===== src/rtl/fifo_bh_frame_packer.sv =====
// rtl/fifo_bh_frame_packer.sv - packs show-ahead FIFO words into header/payload/checksum frames
// One output register; the FSM only loads it when the slot is free, so backpressure never pops.
module fifo_bh_frame_packer #(
  parameter int unsigned FRAME_WORDS = 8,
  parameter logic [15:0] SYNC        = 16'hA55A
) (
  input  logic        clk,
  input  logic        reset_n,
  input  logic        fifo_empty_i,
  input  logic [31:0] fifo_rdata_i,
  output logic        fifo_rden_o,
  output logic        m_valid_o,
  input  logic        m_ready_i,
  output logic [31:0] m_data_o,
  output logic        m_last_o,
  output logic [15:0] frame_count_o,
  output logic        busy_o
);

  typedef enum logic [1:0] {IDLE = 2'd0, PAYLOAD = 2'd1, TRAILER = 2'd2} state_t;

  localparam logic [15:0] LAST_IDX = 16'(FRAME_WORDS - 1);

  state_t      state_q, state_d;
  logic [15:0] word_cnt_q, word_cnt_d;
  logic [15:0] frame_cnt_q, frame_cnt_d;
  logic [31:0] sum_q, sum_d;
  logic [31:0] load_data;
  logic        load, load_last, slot_free;

  assign slot_free     = !m_valid_o || m_ready_i;
  assign frame_count_o = frame_cnt_q;
  assign busy_o        = (state_q != IDLE);

  always_comb begin
    state_d     = state_q;
    word_cnt_d  = word_cnt_q;
    frame_cnt_d = frame_cnt_q;
    sum_d       = sum_q;
    load        = 1'b0;
    load_data   = 32'h0;
    load_last   = 1'b0;
    fifo_rden_o = 1'b0;
    case (state_q)
      IDLE: begin
        // Header waits for a payload word so a frame never starts empty.
        if (!fifo_empty_i && slot_free) begin
          load       = 1'b1;
          load_data  = {SYNC, frame_cnt_q};
          word_cnt_d = 16'h0;
          sum_d      = 32'h0;
          state_d    = PAYLOAD;
        end
      end
      PAYLOAD: begin
        fifo_rden_o = !fifo_empty_i && slot_free;
        if (fifo_rden_o) begin
          load       = 1'b1;
          load_data  = fifo_rdata_i;
          sum_d      = sum_q + fifo_rdata_i;
          word_cnt_d = word_cnt_q + 16'h1;
          if (word_cnt_q == LAST_IDX) state_d = TRAILER;
        end
      end
      TRAILER: begin
        if (slot_free) begin
          load        = 1'b1;
          load_data   = sum_q;
          load_last   = 1'b1;
          frame_cnt_d = frame_cnt_q + 16'h1;
          state_d     = IDLE;
        end
      end
      default: state_d = IDLE;
    endcase
  end

  always_ff @(posedge clk or negedge reset_n) begin
    if (!reset_n) begin
      state_q     <= IDLE;
      word_cnt_q  <= 16'h0;
      frame_cnt_q <= 16'h0;
      sum_q       <= 32'h0;
      m_valid_o   <= 1'b0;
      m_data_o    <= 32'h0;
      m_last_o    <= 1'b0;
    end else begin
      state_q     <= state_d;
      word_cnt_q  <= word_cnt_d;
      frame_cnt_q <= frame_cnt_d;
      sum_q       <= sum_d;
      if (load) begin
        m_valid_o <= 1'b1;
        m_data_o  <= load_data;
        m_last_o  <= load_last;
      end else if (slot_free) begin
        m_valid_o <= 1'b0;
      end
    end
  end

endmodule


===== config.mk =====
export PLATFORM = sky130hd
export DESIGN_NAME = fifo_bh_frame_packer
export DESIGN_NICKNAME = d
export VERILOG_FILES = /design/src/rtl/fifo_bh_frame_packer.sv
export SDC_FILE = /design/constraint.sdc
export NUM_CORES = 1
export LEC_CHECK = 0
export ABC_CLOCK_PERIOD_IN_PS = 3690
export BUFFER_PORTS_ARGS = -buffer_cell sky130_fd_sc_hd__buf_2
export CELL_PAD_IN_SITES_DETAIL_PLACEMENT = 1
export CELL_PAD_IN_SITES_GLOBAL_PLACEMENT = 1
export CORE_ASPECT_RATIO = 0.5
export CORE_MARGIN = 10
export CORE_UTILIZATION = 44
export DETAILED_ROUTE_END_ITERATION = 8
export PLACE_DENSITY_LB_ADDON = 0.1
export SYNTH_ARGS = -nofsm -noshare
export SYNTH_HDL_FRONTEND = slang
export SYNTH_SLANG_ARGS = --single-unit

===== constraint.sdc =====
create_clock -name clk -period 3.69 [get_ports clk]
set_clock_uncertainty 0.2 [all_clocks]
set_input_delay 0.1845 -clock clk [delete_from_list [all_inputs] [get_ports clk]]
set_output_delay 0.1845 -clock clk [all_outputs]
set_load 0.01 [all_outputs]

### Word-level counts from Yosys, hierarchy flattened

Index checks and enable logic that the tools add are counted.

| cells by class | value |
|---|---|
| add/subtract/negate cells | 3 |
| multipliers | 0 |
| divide/modulo/power cells | 0 |
| $lt $le $gt $ge | 0 |
| equal/unequal tests | 7 |
| shift-type cells | 0 |
| mux-type cells | 22 |
| bitwise logic cells | 0 |
| reduce and logical (&&, ||, !) cells | 12 |

Operators by type and width:

| kind | count |
|---|---|
| $mux 32 | 5 |
| $pmux 32 s3 | 1 |
| $pmux 32 s2 | 1 |
| $add 16x1->16 const B | 2 |
| $add 32x32->32 | 1 |
| $mux 16 | 2 |
| $pmux 16 s2 | 1 |
| $eq 16x3->1 const B | 1 |
| $mux 2 | 4 |
| $ne 2x2->1 const B | 4 |
| $mux 1 | 6 |
| $pmux 2 s3 | 1 |
| $reduce_bool 2->1 | 3 |
| $reduce_and 4->1 | 1 |
| $reduce_and 3->1 | 1 |
| $eq 2x1->1 const B | 1 |
| $eq 2x2->1 const B | 1 |
| $logic_not 1->1 | 2 |
| $logic_not 2->1 | 1 |
| $pmux 1 s2 | 1 |
| $reduce_and 2->1 | 1 |
| $reduce_or 2->1 | 1 |
| $logic_and 1x1->1 | 1 |
| $logic_or 1x1->1 | 1 |

| storage, ports and cells | value |
|---|---|
| bits in registers | 100 |
| bits in latches | 0 |
| bits in writable memories | 0 |
| memory bits (read-only) | 0 |
| input port bits | 36 |
| output and inout port bits | 52 |
| memories kept | 0 |

### Logic depth before layout (Yosys ltp)

| logic depth | value |
|---|---|
| depth in word-level cells | 6 |
| depth in mapped cells | 11 |
| gate-level depth less buffers | 11 |

### Least setup slack after synthesis

Ideal clock, no wire load.

| timing path | value |
|---|---|
| kind | reg-to-reg |
| start | reg sum_q[0] |
| end | reg sum_q[28] |
| setup time | 0.092 ns |
| arrival time | 2.501 ns |
| setup slack | 0.897 ns |
| stages on the path, launching flop included | 12 |
| clock period less this slack | 2.793 ns |
| cells stage by stage | dfrtp_1 > ha_1 > inv_1 > fa_1 > nor2b_1 > o31ai_2 > a21bo_1 > o211ai_4 > a2111oi_2 > or3_1 > and3_1 > o31ai_2 |

| on the way | value |
|---|---|
| longest elaborated chain between the ends | 3 |

RTL lines:

| element | line | text |
|---|---|---|
| from (decl) | 27 | `logic [31:0] sum_q, sum_d;` |
| from (signal assigned) | 91 | `sum_q <= sum_d;` |
| $add 32x32->32 | 60 | `sum_d = sum_q + fifo_rdata_i;` |
| $mux 32 | 57 | `if (fifo_rden_o) begin` |
| $pmux 32 s2 | 44 | `case (state_q)` |

No other way between the ends. The select of a mux whose other input is x is not followed.
A chain may end at the register's enable or synchronous reset.

### Final worst setup path

| timing path | value |
|---|---|
| start | in fifo_rdata_i[0] |
| end | reg sum_q[28] |

| on the way | value |
|---|---|
| longest elaborated chain between the ends | 3 |

RTL lines:

| element | line | text |
|---|---|---|
| from (decl) | 10 | `input logic [31:0] fifo_rdata_i,` |
| $add 32x32->32 | 60 |  |
| $mux 32 | 57 |  |
| $pmux 32 s2 | 44 |  |

No other way between the ends. The select of a mux whose other input is x is not followed.

==> results.sh <==
export IMPL_status="finished clean"
export IMPL_setup_worst_path_end_class="flop"
export IMPL_slew_viol_final=0
export IMPL_post_cts_buffers=0
export IMPL_n_antenna_cell=0
export IMPL_swShare=0.4275
export IMPL_tns_ns=0
export IMPL_gp_congestion=0.9097
export IMPL_drv_cap=0
export IMPL_clk_pin_slew_ns=0.08
export IMPL_ir_worst_vdd_v=0.0003070
export IMPL_first_pass_iters=5
export IMPL_intPower_mw=2.921
export IMPL_grtUsageMet1=0.2730
export IMPL_gr_max_usage_layer="met2"
export IMPL_p_clk_frac=0.183
export IMPL_crit_required_ns=3.75
export IMPL_grtUsageMet3=0.04639
export IMPL_crit_arrival_ns=3.35
export IMPL_period_share=0.8900
export IMPL_syn_mean_instance_area_um2=9.096
export IMPL_start_util=0.4598
export IMPL_critPathLaunchType="input port"
export IMPL_power_mw=5.103
export IMPL_grt_pass1_wl_um=30420
export IMPL_htree_levels=3
export IMPL_fill_cells=1521
export IMPL_synth_distinct_cells=59
export IMPL_p_leak_nw=3.442
export IMPL_switching_power_mw=2.182
export IMPL_max_freq_mhz=304.5
export IMPL_power_density_nw_per_um2=707.6
export IMPL_hold_path_class="input port to flop"
export IMPL_dp_hpwl_um=13410
export IMPL_grt_max_degree=65
export IMPL_track_usage=0.1995
export IMPL_drc=0
export IMPL_die_w_um=184.3
export IMPL_first_iter_violations=306
export IMPL_maxSlewHeadroom=0.4289
export IMPL_p_seq_frac=0.327
export IMPL_grtUsageMet2=0.3209
export IMPL_overflow=0
export IMPL_nNetsFinal=837
export IMPL_layout_cells_non_filler=942
export IMPL_via_per_inst=5.866
export IMPL_wl_per_cell_um=19.80
export IMPL_drive_gt1_frac=0.1710
export IMPL_worstMarginPinSlew_ns=0.8567
export IMPL_multi_input_area_um2=3266
export IMPL_core_um2=12920
export IMPL_vias=5526
export IMPL_path_class="input port to flop"
export IMPL_cts_root_buf="clkbuf_16"
export IMPL_wl_um=18650
export IMPL_syn_inst=653
export IMPL_hold_violations=0
export IMPL_ys_warn_count=0
export IMPL_design_area_um2=7212
export IMPL_synth_edf_count=0
export IMPL_clkSinkCount=100
export IMPL_antenna_found_initial=0
export IMPL_cts_tree="done"
export IMPL_cts_buffers=9
export IMPL_die_area_um2=18830
export IMPL_port_buffers=87
export IMPL_ant_nets=0
export IMPL_cts_buffer_depth=2
export IMPL_rows=29
export IMPL_cp_max_fo=5
export IMPL_whs_ns=0.05257
export IMPL_synth_async_reset_ratio=1.000
export IMPL_grt_setup_unrepaired="no"
export IMPL_fp_dieH_um=102.2
export IMPL_pwr_share_comb=0.489
export IMPL_synth_flop_cell="dfrtp_1"
export IMPL_syn_cell_area_um2=5939
export IMPL_syn2layout_area_growth_pct=21.42
export IMPL_worstSkewPairLatency_ns=0.35
export IMPL_grt_pass1_vias=5624
export IMPL_ctsResizeCount=0
export IMPL_synth_seq_cells=100
export IMPL_syn_num_nets=723
export IMPL_ios=88
export IMPL_place_area_um2=6589
export IMPL_period_minus_slack_ns=3.284
export IMPL_yosysSeqAreaShare=0.4213
export IMPL_dp_cells=892
export IMPL_seq_area_um2=2502
export IMPL_setup_violations=0
[cells in the mapped netlist (2+ instances only)]
library cell  count  area (um2)
and3_1           12       75.07
ha_1             33       412.9
o21ai_1          12       60.06
a31oi_1           2       12.51
a221oi_2          2       30.03
nor3_1            6       30.03
clkbuf_1         29       108.9
a22o_1            2       17.52
inv_1            17       63.81
nor4_1            5       31.28
nand2_1         100       375.4
o31ai_1           5       37.54
nand3_1          54       270.3
or3_1             6       37.54
o2111ai_1         2       17.52
and2_1            4       25.02
o31ai_2           2       25.02
a31o_2            2       17.52
o21ai_0          38       190.2
and4_1            3       26.28
a41oi_1           3       26.28
nand2b_1          3       18.77
nor2b_1           6       37.54
o211ai_1          4       30.03
nor2_1           28       105.1
xnor2_1          26       227.7
nand4_1          15       93.84
a21o_1           17       127.6
dfrtp_1         100        2502
o21a_1            4       30.03
a21oi_1          33       165.2
xor2_1           26       227.7
o22ai_1           2       12.51
a22oi_1          16       120.1
a211oi_1          2       15.01
or2_2             2       12.51
a222oi_1          8       80.08
[sequential cells by signal, summed over array words and instances, names as in the netlist]
name / cells
state_q: 2
frame_count_o: 16
m_data_o: 32
m_last_o: 1
word_cnt_q: 16
sum_q: 32
m_valid_o: 1
[metrics by stage]
step                      utilization  worst slack, ns
final                          0.5583           0.4057
after global routing           0.5583           0.2556
after CTS                      0.5583           0.4201
after detailed placement       0.5101           0.5462
after global placement         0.5101           0.7107
after floorplan                     -           0.8972
[cell usage in the layout, fill, tap and decap left out, drive strengths merged, types with 7 or more instances in the layout]
cell / n
a222oi: 8
dlygate4sd3: 34
buf: 99
xor2: 26
a21o: 17
dfrtp: 100
nor2: 28
clkbuf: 9
nand2: 100
o31ai: 7
nand4: 15
a22oi: 16
ha: 33
nand3: 54
a21oi: 33
and3: 12
inv: 20
xnor2: 26
o21ai: 50
[cell families (layout without fill, tap and decap cells)]
kind of cell,Yosys count,count (layout),share of synthesized area
AO/OA/AOI/OAI,172,172,0.2029
XOR/XNOR,52,52,0.07668
adder cells (fa/ha/maj),34,34,0.07289
buffers and inverters,48,167,0.03033
flip-flops,100,100,0.4213
AND/OR/NAND/NOR,247,247,0.1959
[worst paths after layout]
| check | endpoint | startpoint | slack [ns] | cells after the start |
|---|---|---|---|---|
| worst min-delay path | state_q[1] | fifo_empty_i | 0.05 | 4 |
| worst max-delay path | sum_q[28] | fifo_rdata_i[0] | 0.41 | 13 |
| worst max register to register | sum_q[28] | sum_q[0] | 0.50 | 11 |
| worst min register to register | m_data_o[17] | m_data_o[17] | 0.29 | 2 |
| min in group asynchronous | frame_count_o[0] | reset_n | 0.29 | 2 |
| max in group asynchronous | sum_q[12] | reset_n | 2.21 | 3 |
[area by class of cell]
| cell class | count | area share |
|---|---|---|
| timing repair buffer | 133 | 0.1221 |
| clock buffer | 9 | 0.03123 |
| inverter | 18 | 0.009368 |
| tap | 170 | 0.02949 |
| sequential | 100 | 0.3470 |
| clock inverter | 7 | 0.007981 |
| multi-input combinational | 505 | 0.4528 |
[power groups by stage]
stage / Clock, mW / Sequential [mW] / Combinational (mW)
after floorplan: 0 / 1.67 / 1.74
after global placement: 0 / 1.67 / 2.41
after detailed placement: 0 / 1.69 / 2.46
after CTS: 0.955 / 1.67 / 2.51
after global routing: 0.996 / 1.72 / 2.81
final: 0.935 / 1.67 / 2.50
[what timing repair did]
item | CTS | global route
hold buffers | 34 | 0
endpoints found under the hold margin | 96 | 0
endpoints found under the setup margin | 0 | 0
[routing by layer]
layer | wire [um] | part of all wire
met5 | 0 | 0
met4 | 127 | 0.0068
met3 | 1052 | 0.056
met2 | 8398 | 0.45
met1 | 9074 | 0.49
[critical path, cell delays in order]
cell and delay [ns]:
dlygate4sd3_1 0.52, buf_2 0.13, ha_1 0.21, inv_1 0.07
fa_1 0.39, nor2b_1 0.25, o31ai_2 0.13, a21bo_1 0.22
o211ai_4 0.29, a2111oi_2 0.13, or3_1 0.41, and3_1 0.19
o31ai_2 0.21
Power figures use the tool's default switching activity.
